`src/rtl/sc_program_controller.sv`:
```
// sc_program_controller: clocks a serial bitstream into the test-board scan
// chain, then optionally re-shifts it to verify what comes out of the tail.
//
// state    | meaning
// ---------+---------------------------------------------------------------
// S_IDLE   | waiting for req; sc_cfg_done/error of the last run held
// S_SHIFT  | load pass, one bitstream bit per 2*CLK_DIV clocks
// S_VERIFY | re-shift pass, tail compared against the re-sent bitstream
// S_SETTLE | sc_clk parked low for SETTLE_CYCLES before signalling done
// S_DONE   | done high until req drops
module sc_program_controller #(
   parameter int BITSTREAM_SIZE = 721,
   parameter int CLK_DIV        = 4,
   parameter int SETTLE_CYCLES  = 16,
   parameter bit READBACK_EN    = 1'b1
) (
   input  logic        i_clk,
   input  logic        i_rst_n,
   input  logic        i_req,
   input  logic        i_abort,
   output logic        o_busy,
   output logic        o_done,
   output logic        o_error,
   output logic [15:0] o_mismatch_count,
   output logic        o_src_restart,
   output logic        o_src_advance,
   input  logic        i_src_bit,
   output logic        o_sc_head,
   output logic        o_sc_clk,
   input  logic        i_sc_tail,
   output logic        o_sc_cfg_done
);

   localparam int PH_W  = $clog2(2 * CLK_DIV);
   localparam int BIT_W = (BITSTREAM_SIZE > 1) ? $clog2(BITSTREAM_SIZE) : 1;
   localparam int SET_W = (SETTLE_CYCLES > 1) ? $clog2(SETTLE_CYCLES) : 1;

   localparam logic [PH_W-1:0]  PH_LAST  = PH_W'(2 * CLK_DIV - 1);
   localparam logic [PH_W-1:0]  PH_HIGH  = PH_W'(CLK_DIV);
   localparam logic [PH_W-1:0]  PH_CMP   = PH_W'(CLK_DIV - 1);
   localparam logic [BIT_W-1:0] BIT_LAST = BIT_W'(BITSTREAM_SIZE - 1);
   localparam logic [SET_W-1:0] SET_LAST = SET_W'(SETTLE_CYCLES - 1);

   typedef enum logic [2:0] {
      S_IDLE,
      S_SHIFT,
      S_VERIFY,
      S_SETTLE,
      S_DONE
   } state_t;

   state_t           r_state, w_state_nxt;
   logic [PH_W-1:0]  r_phase, w_phase_nxt;
   logic [BIT_W-1:0] r_bit_cnt, w_bit_cnt_nxt;
   logic [SET_W-1:0] r_settle_cnt, w_settle_cnt_nxt;
   logic [15:0]      r_mismatch_count, w_mismatch_count_nxt;
   logic             r_error, w_error_nxt;
   logic             r_busy, w_busy_nxt;
   logic             r_cfg_done, w_cfg_done_nxt;
   logic             r_sc_head, w_sc_head_nxt;
   logic             r_sc_clk, w_sc_clk_nxt;
   logic             w_restart, w_advance;
   logic             w_head_cur;
   logic             w_shifting_nxt;

   // With CLK_DIV=1 the compare phase is phase 0, before sc_head has been
   // loaded, so compare against the bit that sc_head is about to take.
   assign w_head_cur = (r_phase == '0) ? i_src_bit : r_sc_head;

   // sc_clk is registered from the next phase so the pin never glitches.
   assign w_shifting_nxt = (w_state_nxt == S_SHIFT) || (w_state_nxt == S_VERIFY);
   assign w_sc_clk_nxt   = w_shifting_nxt && (w_phase_nxt >= PH_HIGH);

   // State register and all datapath registers.
   always_ff @(posedge i_clk or negedge i_rst_n) begin
      if (!i_rst_n) begin
         r_state          <= S_IDLE;
         r_phase          <= '0;
         r_bit_cnt        <= '0;
         r_settle_cnt     <= '0;
         r_mismatch_count <= '0;
         r_error          <= 1'b0;
         r_busy           <= 1'b0;
         r_cfg_done       <= 1'b0;
         r_sc_head        <= 1'b0;
         r_sc_clk         <= 1'b0;
      end else begin
         r_state          <= w_state_nxt;
         r_phase          <= w_phase_nxt;
         r_bit_cnt        <= w_bit_cnt_nxt;
         r_settle_cnt     <= w_settle_cnt_nxt;
         r_mismatch_count <= w_mismatch_count_nxt;
         r_error          <= w_error_nxt;
         r_busy           <= w_busy_nxt;
         r_cfg_done       <= w_cfg_done_nxt;
         r_sc_head        <= w_sc_head_nxt;
         r_sc_clk         <= w_sc_clk_nxt;
      end
   end

   // Next-state, per-phase bit timing and source pulse decode.
   always_comb begin
      w_state_nxt          = r_state;
      w_phase_nxt          = r_phase;
      w_bit_cnt_nxt        = r_bit_cnt;
      w_settle_cnt_nxt     = r_settle_cnt;
      w_mismatch_count_nxt = r_mismatch_count;
      w_error_nxt          = r_error;
      w_busy_nxt           = r_busy;
      w_cfg_done_nxt       = r_cfg_done;
      w_sc_head_nxt        = r_sc_head;
      w_restart            = 1'b0;
      w_advance            = 1'b0;

      case (r_state)
         S_IDLE: begin
            if (i_req && !i_abort) begin
               w_state_nxt          = S_SHIFT;
               w_restart            = 1'b1;
               w_phase_nxt          = '0;
               w_bit_cnt_nxt        = '0;
               w_mismatch_count_nxt = '0;
               w_error_nxt          = 1'b0;
               w_cfg_done_nxt       = 1'b0;
               w_busy_nxt           = 1'b1;
            end
         end
         S_SHIFT, S_VERIFY: begin
            if (i_abort) begin
               w_state_nxt    = S_IDLE;
               w_phase_nxt    = '0;
               w_bit_cnt_nxt  = '0;
               w_busy_nxt     = 1'b0;
               w_error_nxt    = 1'b1;
               w_cfg_done_nxt = 1'b0;
            end else begin
               if (r_phase == '0)
                  w_sc_head_nxt = i_src_bit;
               if ((r_state == S_VERIFY) && (r_phase == PH_CMP) &&
                   (i_sc_tail != w_head_cur) && (r_mismatch_count != 16'hFFFF))
                  w_mismatch_count_nxt = r_mismatch_count + 16'd1;
               if (r_phase == PH_LAST) begin
                  w_phase_nxt = '0;
                  if (r_bit_cnt == BIT_LAST) begin
                     w_bit_cnt_nxt = '0;
                     if ((r_state == S_SHIFT) && READBACK_EN) begin
                        w_restart   = 1'b1;
                        w_state_nxt = S_VERIFY;
                     end else begin
                        w_state_nxt      = S_SETTLE;
                        w_settle_cnt_nxt = '0;
                     end
                  end else begin
                     w_bit_cnt_nxt = r_bit_cnt + 1'b1;
                     w_advance     = 1'b1;
                  end
               end else begin
                  w_phase_nxt = r_phase + 1'b1;
               end
            end
         end
         S_SETTLE: begin
            if (i_abort) begin
               w_state_nxt      = S_IDLE;
               w_settle_cnt_nxt = '0;
               w_busy_nxt       = 1'b0;
               w_error_nxt      = 1'b1;
               w_cfg_done_nxt   = 1'b0;
            end else if (r_settle_cnt == SET_LAST) begin
               w_state_nxt      = S_DONE;
               w_settle_cnt_nxt = '0;
               w_cfg_done_nxt   = 1'b1;
               w_busy_nxt       = 1'b0;
               w_error_nxt      = (r_mismatch_count != 16'd0);
            end else begin
               w_settle_cnt_nxt = r_settle_cnt + 1'b1;
            end
         end
         S_DONE: begin
            if (!i_req)
               w_state_nxt = S_IDLE;
         end
         default: w_state_nxt = S_IDLE;
      endcase
   end

   // Source pulses are decoded from live inputs; hold them low during reset.
   assign o_src_restart    = w_restart & i_rst_n;
   assign o_src_advance    = w_advance & i_rst_n;
   assign o_busy           = r_busy;
   assign o_done           = (r_state == S_DONE);
   assign o_error          = r_error;
   assign o_mismatch_count = r_mismatch_count;
   assign o_sc_head        = r_sc_head;
   assign o_sc_clk         = r_sc_clk;
   assign o_sc_cfg_done    = r_cfg_done;

endmodule
```
`config.mk`:
```
export PLATFORM = sky130hd
export DESIGN_NAME = sc_program_controller
export DESIGN_NICKNAME = d
export VERILOG_FILES = /design/src/rtl/sc_program_controller.sv
export SDC_FILE = /design/constraint.sdc
export NUM_CORES = 1
export LEC_CHECK = 0
export ABC_AREA = 1
export ABC_CLOCK_PERIOD_IN_PS = 2500
export CAP_MARGIN = 0
export CORE_ASPECT_RATIO = 1.5
export CORE_UTILIZATION = 28
export CTS_CLUSTER_DIAMETER = 40
export DETAILED_ROUTE_END_ITERATION = 16
export GPL_TIMING_DRIVEN = 0
export PLACE_DENSITY_LB_ADDON = 0.05
export SETUP_SLACK_MARGIN = 0.05
export SYNTH_ARGS = -nofsm -noshare
export SYNTH_HDL_FRONTEND = slang
export SYNTH_SLANG_ARGS = --single-unit
```
`constraint.sdc`:
```
create_clock -name i_clk -period 2.5 [get_ports i_clk]
set_input_delay 0.5 -clock i_clk [delete_from_list [all_inputs] [get_ports i_clk]]
set_output_delay 0.5 -clock i_clk [all_outputs]
set_load 0.005 [all_outputs]
```
==> After elaboration in Yosys (flattened, before gate mapping) <==
Cells that the tools add are included.
{ "totals": {"ff_bits": 41, "inputBits": 6, "out_inout_bits": 24, "wordCells": 111} }
{ "op_classes": {"addsub": 4, "n_lt_le_gt_ge": 1, "n_eq_ne": 21, "muxes": 53, "bitwise": 3, "reduce_logical": 19} }
{ "ops": {"columns": ["op", "count"], "rows": [
  ["2-to-1 mux 16 bit", 3],
  ["2-to-1 mux 10 bit", 4],
  ["one-hot mux 16 bit (2 select lines)", 1],
  ["2-to-1 mux 3 bit", 10],
  ["2-to-1 mux 4 bit", 6],
  ["2-to-1 mux 1 bit", 21],
  ["one-hot mux 10 bit (2 select lines)", 1],
  ["adder 16 x 1 -> 16 bit (second input constant)", 1],
  ["inequality test 16 bit (second input constant)", 1],
  ["nonzero test 16 bit", 1],
  ["inequality test 2 bit (second input constant)", 7],
  ["equality test 3 x 2 -> 1 bit (second input constant)", 4],
  ["one-hot mux 3 bit (4 select lines)", 1],
  ["adder 10 x 1 -> 10 bit (second input constant)", 1],
  ["equality test 10 bit (second input constant)", 1],
  ["one-hot mux 1 bit (3 select lines)", 3],
  ["one-hot mux 4 bit (2 select lines)", 1],
  ["AND reduction 4 bit", 2],
  ["equality test 3 x 1 -> 1 bit (second input constant)", 2],
  ["equality test 3 bit (second input constant)", 2],
  ["zero test 3 bit", 2],
  ["inequality test 3 bit (second input constant)", 2],
  ["one-hot mux 3 bit (2 select lines)", 1],
  ["logical AND 1 bit", 5],
  ["16 further kinds", 18]
]} }

==> Depth between registers and ports, before layout <==
Gate-level depths: netlist of the first run.
{ "depth": {"word_depth": 9, "ltp_mapped": 12, "depth_no_buf": 11} }

==> Least setup slack after synthesis of the first run <==
OpenSTA, ideal clock, no wires.
{ "synth_path": {"path_kind": "input -> output", "startpoint": "input port i_abort", "endpoint": "output port o_src_advance", "arrival_time_ps": 1417, "required_time_ps": 2000, "setup_slack_ps": 583, "stages": 10, "path_buffers": 1, "path_cell_list": "inv_2 > nand2_1 > inv_1 > nand3_1 > nand2_2 > inv_2 > a21oi_2 > buf_2 > nand2_1 > nor2_1"} }
{ "synth_between": {"elab_chain_cells": 3} }
{ "synth_rtl": {"columns": ["item", "line", "rtl"], "rows": [
  ["start, declared", "20", "input logic i_abort,"],
  ["2-to-1 mux 1 bit", "129", "if (i_abort) begin"],
  ["2-to-1 mux 1 bit", "115", "case (r_state)"],
  ["AND 1 bit", "189", "assign o_src_advance = w_advance & i_rst_n;"],
  ["end, declared", "26", "output logic o_src_advance,"]
]} }
No other way between the ends.

==> Worst setup path after layout of the first run <==
{ "layout_path": {"startpoint": "register r_state[0]", "endpoint": "output port o_src_advance"} }
{ "layout_between": {"elab_chain_cells": 4, "word_cells_on_any_way": 5, "classes_between": "eq/ne: 2; mux: 1; bitwise: 1; reduce/logical: 1"} }
{ "layout_rtl": {"columns": ["item", "line", "rtl"], "rows": [
  ["start, declared", "52", "state_t r_state, w_state_nxt;"],
  ["start signal, assigned", "88", "r_state <= w_state_nxt;"],
  ["equality test 3 x 2 -> 1 bit or equality test 3 x 1 -> 1 bit (tied branches)", "115", null],
  ["OR reduction 2 bit *", "115", null],
  ["2-to-1 mux 1 bit *", "115", null],
  ["AND 1 bit *", "189", null]
]} }
Mark *: on every way between the ends. The rest lies on a longest branch, timed or not.

==> impl_metrics.yaml, run 1 <==
finish:
  fin_area_um2: 3380
  area_delta_synth_final_pct: 28.8
  drive_above_1_share_pct: 12.2
  layout.nets: 425
  antennaDiodeCount: 0
placed_design:
  dp_hpwl_um: 5450
  gp_congestion: 0.836
  io_buffers: 29
  dpl_worst_slack_ns: -0.933
  dpl-instance-area_um2: 3070
timing:
  fin_skew_ns: 0.00806
  hold_viol_final: 0
  rsz0062_at_grt: "yes"
  worst_pin_slew_ns: 0.547
  final.min_clock_period_ns: 2.28
  finalCritPeriodShare_pct: 91.2
  max-slew-margin-rel_pct: 63.1
  fmax_mhz: 439
  final_max_slew_viol_count: 0
  setup_viol: 0
  timing.final.ws_setup_ns: 0.221
logic_synthesis:
  yosysSeqAreaShare_pct: 39.1
  synthFlopType: "dfrtp_1"
  yosysTopAreaCellShare_pct: 39.1
  yosys_warnings: 0
  synth_nets: 377
  yosysMostFrequentCell: "nand2_1"
  synth.avg_cell_area_um2: 7.25
  ys_ff_latch: 41
  synth_commonest_cells: "nand2_1, inv_1, dfrtp_1"
  synth.distinct_cells: 32
  syn_area_um2: 2620
  netlist_instances: 362
  synth_edf_count: 0
  yosysTopAreaCell: "dfrtp_1"
  postSynth.asyncResetShare_pct: 100
  synth.area.top_cells: "dfrtp_1, nand2_1, inv_1"
drt:
  num_vias: 2416
  drtIter0Drc: 80
  drt_first_pass_iters: 4
  ant_nets: 0
  vias_per_cell: 4.64
  finalWirelength_um: 7270
  drc_errors: 0
  routedWlPerCell_um: 13.9
power_and_ir_drop:
  p_seq_share_pct: 41.0
  p_comb_share_pct: 13.4
  p_sw_mw: 0.439
  p_clk_share_pct: 45.6
  switching_share_pct: 25.6
  p_int_mw: 1.28
  total_power_mw: 1.72
  p_per_area_nw_per_um2: 509
  p_leak_nw: 1.73
  vdd_ir_drop_max_mv: 0.275
clock_network:
  h-tree-depth: 2
  clk_pin_slew_worst_paths_ns: 0.06
  cts_sinks: 41
  cts-root-buf: "clkbuf_16"
  cts_tree: "yes"
  cts_made_buffers: 5
  clock_path_buffers: 2
  clock_latency_ns: 0.29
die:
  die_height_um: 121
  core_area_um2: 8990
  core.rowCount: 42
  die-area_um2: 9770
  ios: 30
  die_w_um: 81.0
  start_util_pct: 29.2
global_route:
  grt_max_degree: 28
  grtUsageTotal_pct: 16.6
  grt_pass1_wl_um: 12000
  grt-ovfl-total: 0
  grt_pass1_vias: 2489
  antenna_found_initial: 0
outcome:
  status: "completed"
setup_path:
  arrival_ns: 1.78
  critPathMaxFanout: 5
  path_class: "reg -> out"
  required_ns: 2.00
  end_kind: "output port"
  start_kind: "flip-flop"
  reg2reg_depth: 10
flow_run:
  maxCapViolCount: 0
min_path:
  hold_class: "in -> async"
## sequential cells by signal (all words and copies together) (netlist names), named ones only
signal and count:
o_error 1, o_sc_clk 1, o_busy 1, o_mismatch_count 16, r_phase 2, o_sc_head 1
r_state 3, o_sc_cfg_done 1, r_settle_cnt 4, r_bit_cnt 10
## critical path, stage by stage (launching register included)
cell and delay (ns):
dfrtp_1 0.40, inv_1 0.11, nand2_2 0.11, nand3_4 0.11
nand2_2 0.09, inv_2 0.07, a21oi_4 0.13, buf_6 0.11
nand2_1 0.06, nor2_1 0.08, clkdlybuf4s15_2 0.20
## layer usage
layer / track usage [%] / up-vias / part of all wire, %
met4: 6.81 / 0 / 2.2
met5: 0 / - / 0
met3: 2.87 / 10 / 2.4
met1: 17.4 / 1116 / 40
met2: 31.3 / 36 / 55
li1: - / 1254 / -
## repair_timing
item | 4_1_cts | 5_1_grt
pin swaps | 2 | 2
resized for setup | 15 | 10
buffers inserted | 5 | 6
hold buffers | 0 | 0
setup endpoints to repair | 2 | 1
## cells in the final DEF (no fill, tap or decap), types with 2 or more instances in the layout
cell,instances
nand4_1,25
clkbuf_1,2
clkdlybuf4s50_1,24
buf_2,2
nor2_4,3
a21oi_1,10
nand2_1,91
nand3_4,2
nand2_2,3
nand3_1,25
dlygate4sd2_1,2
nor2_2,3
xor2_1,11
dfrtp_1,40
o21ai_0,16
nand3b_1,2
buf_4,12
o21ai_4,2
inv_1,59
clkbuf_16,5
nor4_1,3
buf_6,2
o22ai_1,2
inv_2,5
nor3_1,6
ha_1,8
nor2_1,32
## cells by family (layout without fill, tap and decap cells)
| group | after synthesis | after routing | synth area share (%) |
|---|---|---|---|
| AOI/OAI and AO/OA | 33 | 33 | 7.20 |
| xor gates and xnor gates | 12 | 12 | 4.01 |
| adders and majority gates | 9 | 9 | 4.29 |
| buffers and inverters | 70 | 119 | 10.5 |
| DFF | 41 | 41 | 39.1 |
| and+or+nand+nor | 197 | 197 | 34.9 |
## power by group through the flow
stage	combinational (mW)	sequential, mW	clock, mW
floorplan	0.113	0.714	0
global placement	0.197	0.718	0
detailed placement	0.201	0.717	0
CTS	0.228	0.703	0.815
global route	0.262	0.707	0.835
finish	0.230	0.705	0.784
## per-stage QoR
stage                     instances  utilization (%)  TNS (ns)  hold WS, ns
after floorplan                 362                -         0        0.204
after global placement          501             34.0    -25.91        0.483
after detailed placement        502             34.1     -3.27        0.471
after CTS                       515             36.8  -0.00358        0.156
after global routing            521             37.6         0        0.173
final                           521             37.6         0        0.135
## area by class of cell
class,instances,area [µm²]
fill,972,5610
multi-input combinational,251,1380
sequential,41,1030
timing repair buffer,41,382
inverter,65,244
clock buffer,7,143
tap,110,138
buffer,5,38.8
clock inverter,1,30.0
## worst paths after layout
check,from,end,slack (ns)
setup / recovery,r_state[0],o_src_advance,0.22
hold / removal,i_rst_n,o_mismatch_count[3],0.14
setup reg to reg,o_mismatch_count[0],o_mismatch_count[8],0.44
max in group asynchronous,i_rst_n,r_state[1],1.86
hold reg to reg,r_bit_cnt[7],r_bit_cnt[7],0.51
min in group i_clk,r_bit_cnt[7],r_bit_cnt[7],0.51
Power figures use the tool's default switching activity.
==> inputs of run 2 (changes only) <==
--- a/config.mk
+++ b/config.mk
@@ -11,6 +11,7 @@
 export CORE_ASPECT_RATIO = 1.5
 export CORE_UTILIZATION = 28
 export CTS_CLUSTER_DIAMETER = 40
+export CTS_CLUSTER_SIZE = 24
 export DETAILED_ROUTE_END_ITERATION = 16
 export GPL_TIMING_DRIVEN = 0
 export PLACE_DENSITY_LB_ADDON = 0.05
==> results of run 2 <==
No change in the layout: final DEF, timing and power equal those of run 1.
==> inputs of run 3 (changes only) <==
--- a/config.mk
+++ b/config.mk
@@ -6,7 +6,7 @@
 export NUM_CORES = 1
 export LEC_CHECK = 0
 export ABC_AREA = 1
-export ABC_CLOCK_PERIOD_IN_PS = 2500
+export ABC_CLOCK_PERIOD_IN_PS = 2780
 export CAP_MARGIN = 0
 export CORE_ASPECT_RATIO = 1.5
 export CORE_UTILIZATION = 28
==> constraint.sdc (replaced) <==
create_clock -name i_clk -period 2.78 [get_ports i_clk]
set_input_delay 0.556 -clock i_clk [delete_from_list [all_inputs] [get_ports i_clk]]
set_output_delay 0.556 -clock i_clk [all_outputs]
set_load 0.005 [all_outputs]
==> run 3 against run 2 <==
Against the previous run:
- sequential cell count unchanged
- largest power group unchanged
- largest cell class unchanged
- critical endpoint is now o_src_restart
- non-clock buffer count decreased by 5
- critical path type unchanged
- die area unchanged
==> impl_metrics.yaml, run 3 (same netlist as run 1, synthesis figures left out) <==
outcome:
  status: "completed"
clock_network:
  cts_tree: "yes"
  clock_latency_ns: 0.29
  clk_pin_slew_worst_paths_ns: 0.06
  cts-root-buf: "clkbuf_16"
  cts_sinks: 41
  cts_made_buffers: 5
  h-tree-depth: 2
  clock_path_buffers: 2
setup_path:
  end_kind: "output port"
  crit_slowest_cell: "clkdlybuf4s50_1"
  startpoint: "r_bit_cnt[1]"
  required_ns: 2.22
  path_class: "reg -> out"
  cp_top_family: "buffers and inverters"
  timing.rr.start: "o_mismatch_count[0]"
  critPathMaxFanout: 3
  critPathBufInv: 3
  arrival_ns: 2.01
  cpPeakStageDelay_ns: 0.50
  crit_chain: "inv_1 > ha_1 > nand2_1 > nor2_2 > inv_1 > nor2_2 > nand4_1 > a21oi_2 > clkdlybuf4s50_1"
  start_kind: "flip-flop"
die:
  start_util_pct: 29.2
  core.rowCount: 42
  ios: 30
  die-area_um2: 9770
  core_area_um2: 8990
  die_height_um: 121
  die_w_um: 81.0
placed_design:
  gp_congestion: 0.836
  dp_hpwl_um: 5450
  dpl_worst_slack_ns: -0.765
  io_buffers: 29
drt:
  drc_errors: 0
  drt_first_pass_iters: 5
  drtIter0Drc: 86
  vias_per_cell: 4.65
  num_vias: 2397
  ant_nets: 0
  routedWlPerCell_um: 14.1
  finalWirelength_um: 7260
power_and_ir_drop:
  vdd_ir_drop_max_mv: 0.246
  p_leak_nw: 1.70
  p_per_area_nw_per_um2: 464
timing:
  rsz0062_at_grt: "no"
  final_max_slew_viol_count: 0
  fmax_mhz: 390
  worst_pin_slew_ns: 0.548
  max-slew-margin-rel_pct: 63.1
  setup_viol: 0
  finalCritPeriodShare_pct: 92.2
  fin_skew_ns: 0.00811
  final.min_clock_period_ns: 2.56
  timing.final.ws_setup_ns: 0.217
  hold_viol_final: 0
  whs_ns: 0.192
finish:
  antennaDiodeCount: 0
  final_common_cell: "nand2_1"
  largest_reg_flops: 16
  layout.nets: 420
  drive_above_1_share_pct: 10.3
  area_delta_synth_final_pct: 26.6
  final_cell_mix: "nand2_1, inv_1, dfrtp_1, nor2_1, clkdlybuf4s50_1"
global_route:
  antenna_found_initial: 0
  grt-ovfl-total: 0
  grt_max_degree: 28
  grtUsageTotal_pct: 16.5
  grt_pass1_wl_um: 12000
  grt_pass1_vias: 2486
flow_run:
  maxCapViolCount: 0
min_path:
  hold_class: "in -> async"
==> run 3: final cells by class <==
type | instances | area (µm²)
repair buffers | 36 | 344
fillers | 978 | 5660
inverters | 65 | 244
clock buffers | 7 | 143
plain buffers | 5 | 38.8
clock inverters | 1 | 30.0
well taps | 110 | 138
multi-input cells | 251 | 1360
flip-flops and latches | 41 | 1030
==> run 3: through the flow <==
step           area, µm²  setup TNS [ns]  instances  power, mW  utilization, %
6_report            3320               0        516       1.54            37.0
5_1_grt             3320               0        516       1.62            37.0
2_1_floorplan       2620               0        362      0.744               -
4_1_cts             3300               0        514       1.56            36.7
3_3_place_gp        3050          -13.87        501      0.823            34.0
3_5_place_dp        3070          -0.875        502      0.826            34.1
==> run 3: worst reg2reg max path, delay by kind of cell (launching register included) <==
family | cells | cell delay [ns]
AND/OR/NAND/NOR | 6 | 0.80
adder cells (fa/ha/maj) | 1 | 0.28
flip-flops | 1 | 0.44
buffers and inverters | 2 | 0.29
AO/OA/AOI/OAI | 1 | 0.15
==> run 3: final timing paths <==
kind	end	slack (ns)	cells after the start
max	o_src_restart	0.22	9
min	o_mismatch_count[3]	0.19	1
max reg2reg	o_mismatch_count[8]	0.72	10
min reg2reg	r_bit_cnt[7]	0.51	2
max in group asynchronous	r_bit_cnt[1]	2.09	2
min in group i_clk	r_bit_cnt[7]	0.51	2
==> run 3: report_power, final <==
part	leakage (nW)	switching [mW]	total (mW)	internal [mW]
Combinational	1.06	0.122	0.203	0.0813
Sequential	0.555	0.0155	0.633	0.618
Clock	0.0841	0.255	0.704	0.450
Total	1.70	0.392	1.54	1.15
==> run 3: routing by layer <==
metal	wire length (µm)	vias to the layer above	global-route usage (%)
met3	169	10	2.87
met2	3990	34	31.1
li1	-	1244	-
met5	0	-	0
met1	2940	1109	17.5
met4	160	0	6.81
==> run 3: what timing repair did <==
| item | CTS | global route |
|---|---|---|
| gates resized for setup | 9 | 8 |
| pin swaps | 2 | 2 |
| setup endpoints to repair | 2 | 2 |
| buffers inserted | 4 | 2 |
| gates cloned | 0 | 0 |
| hold buffers | 0 | 0 |
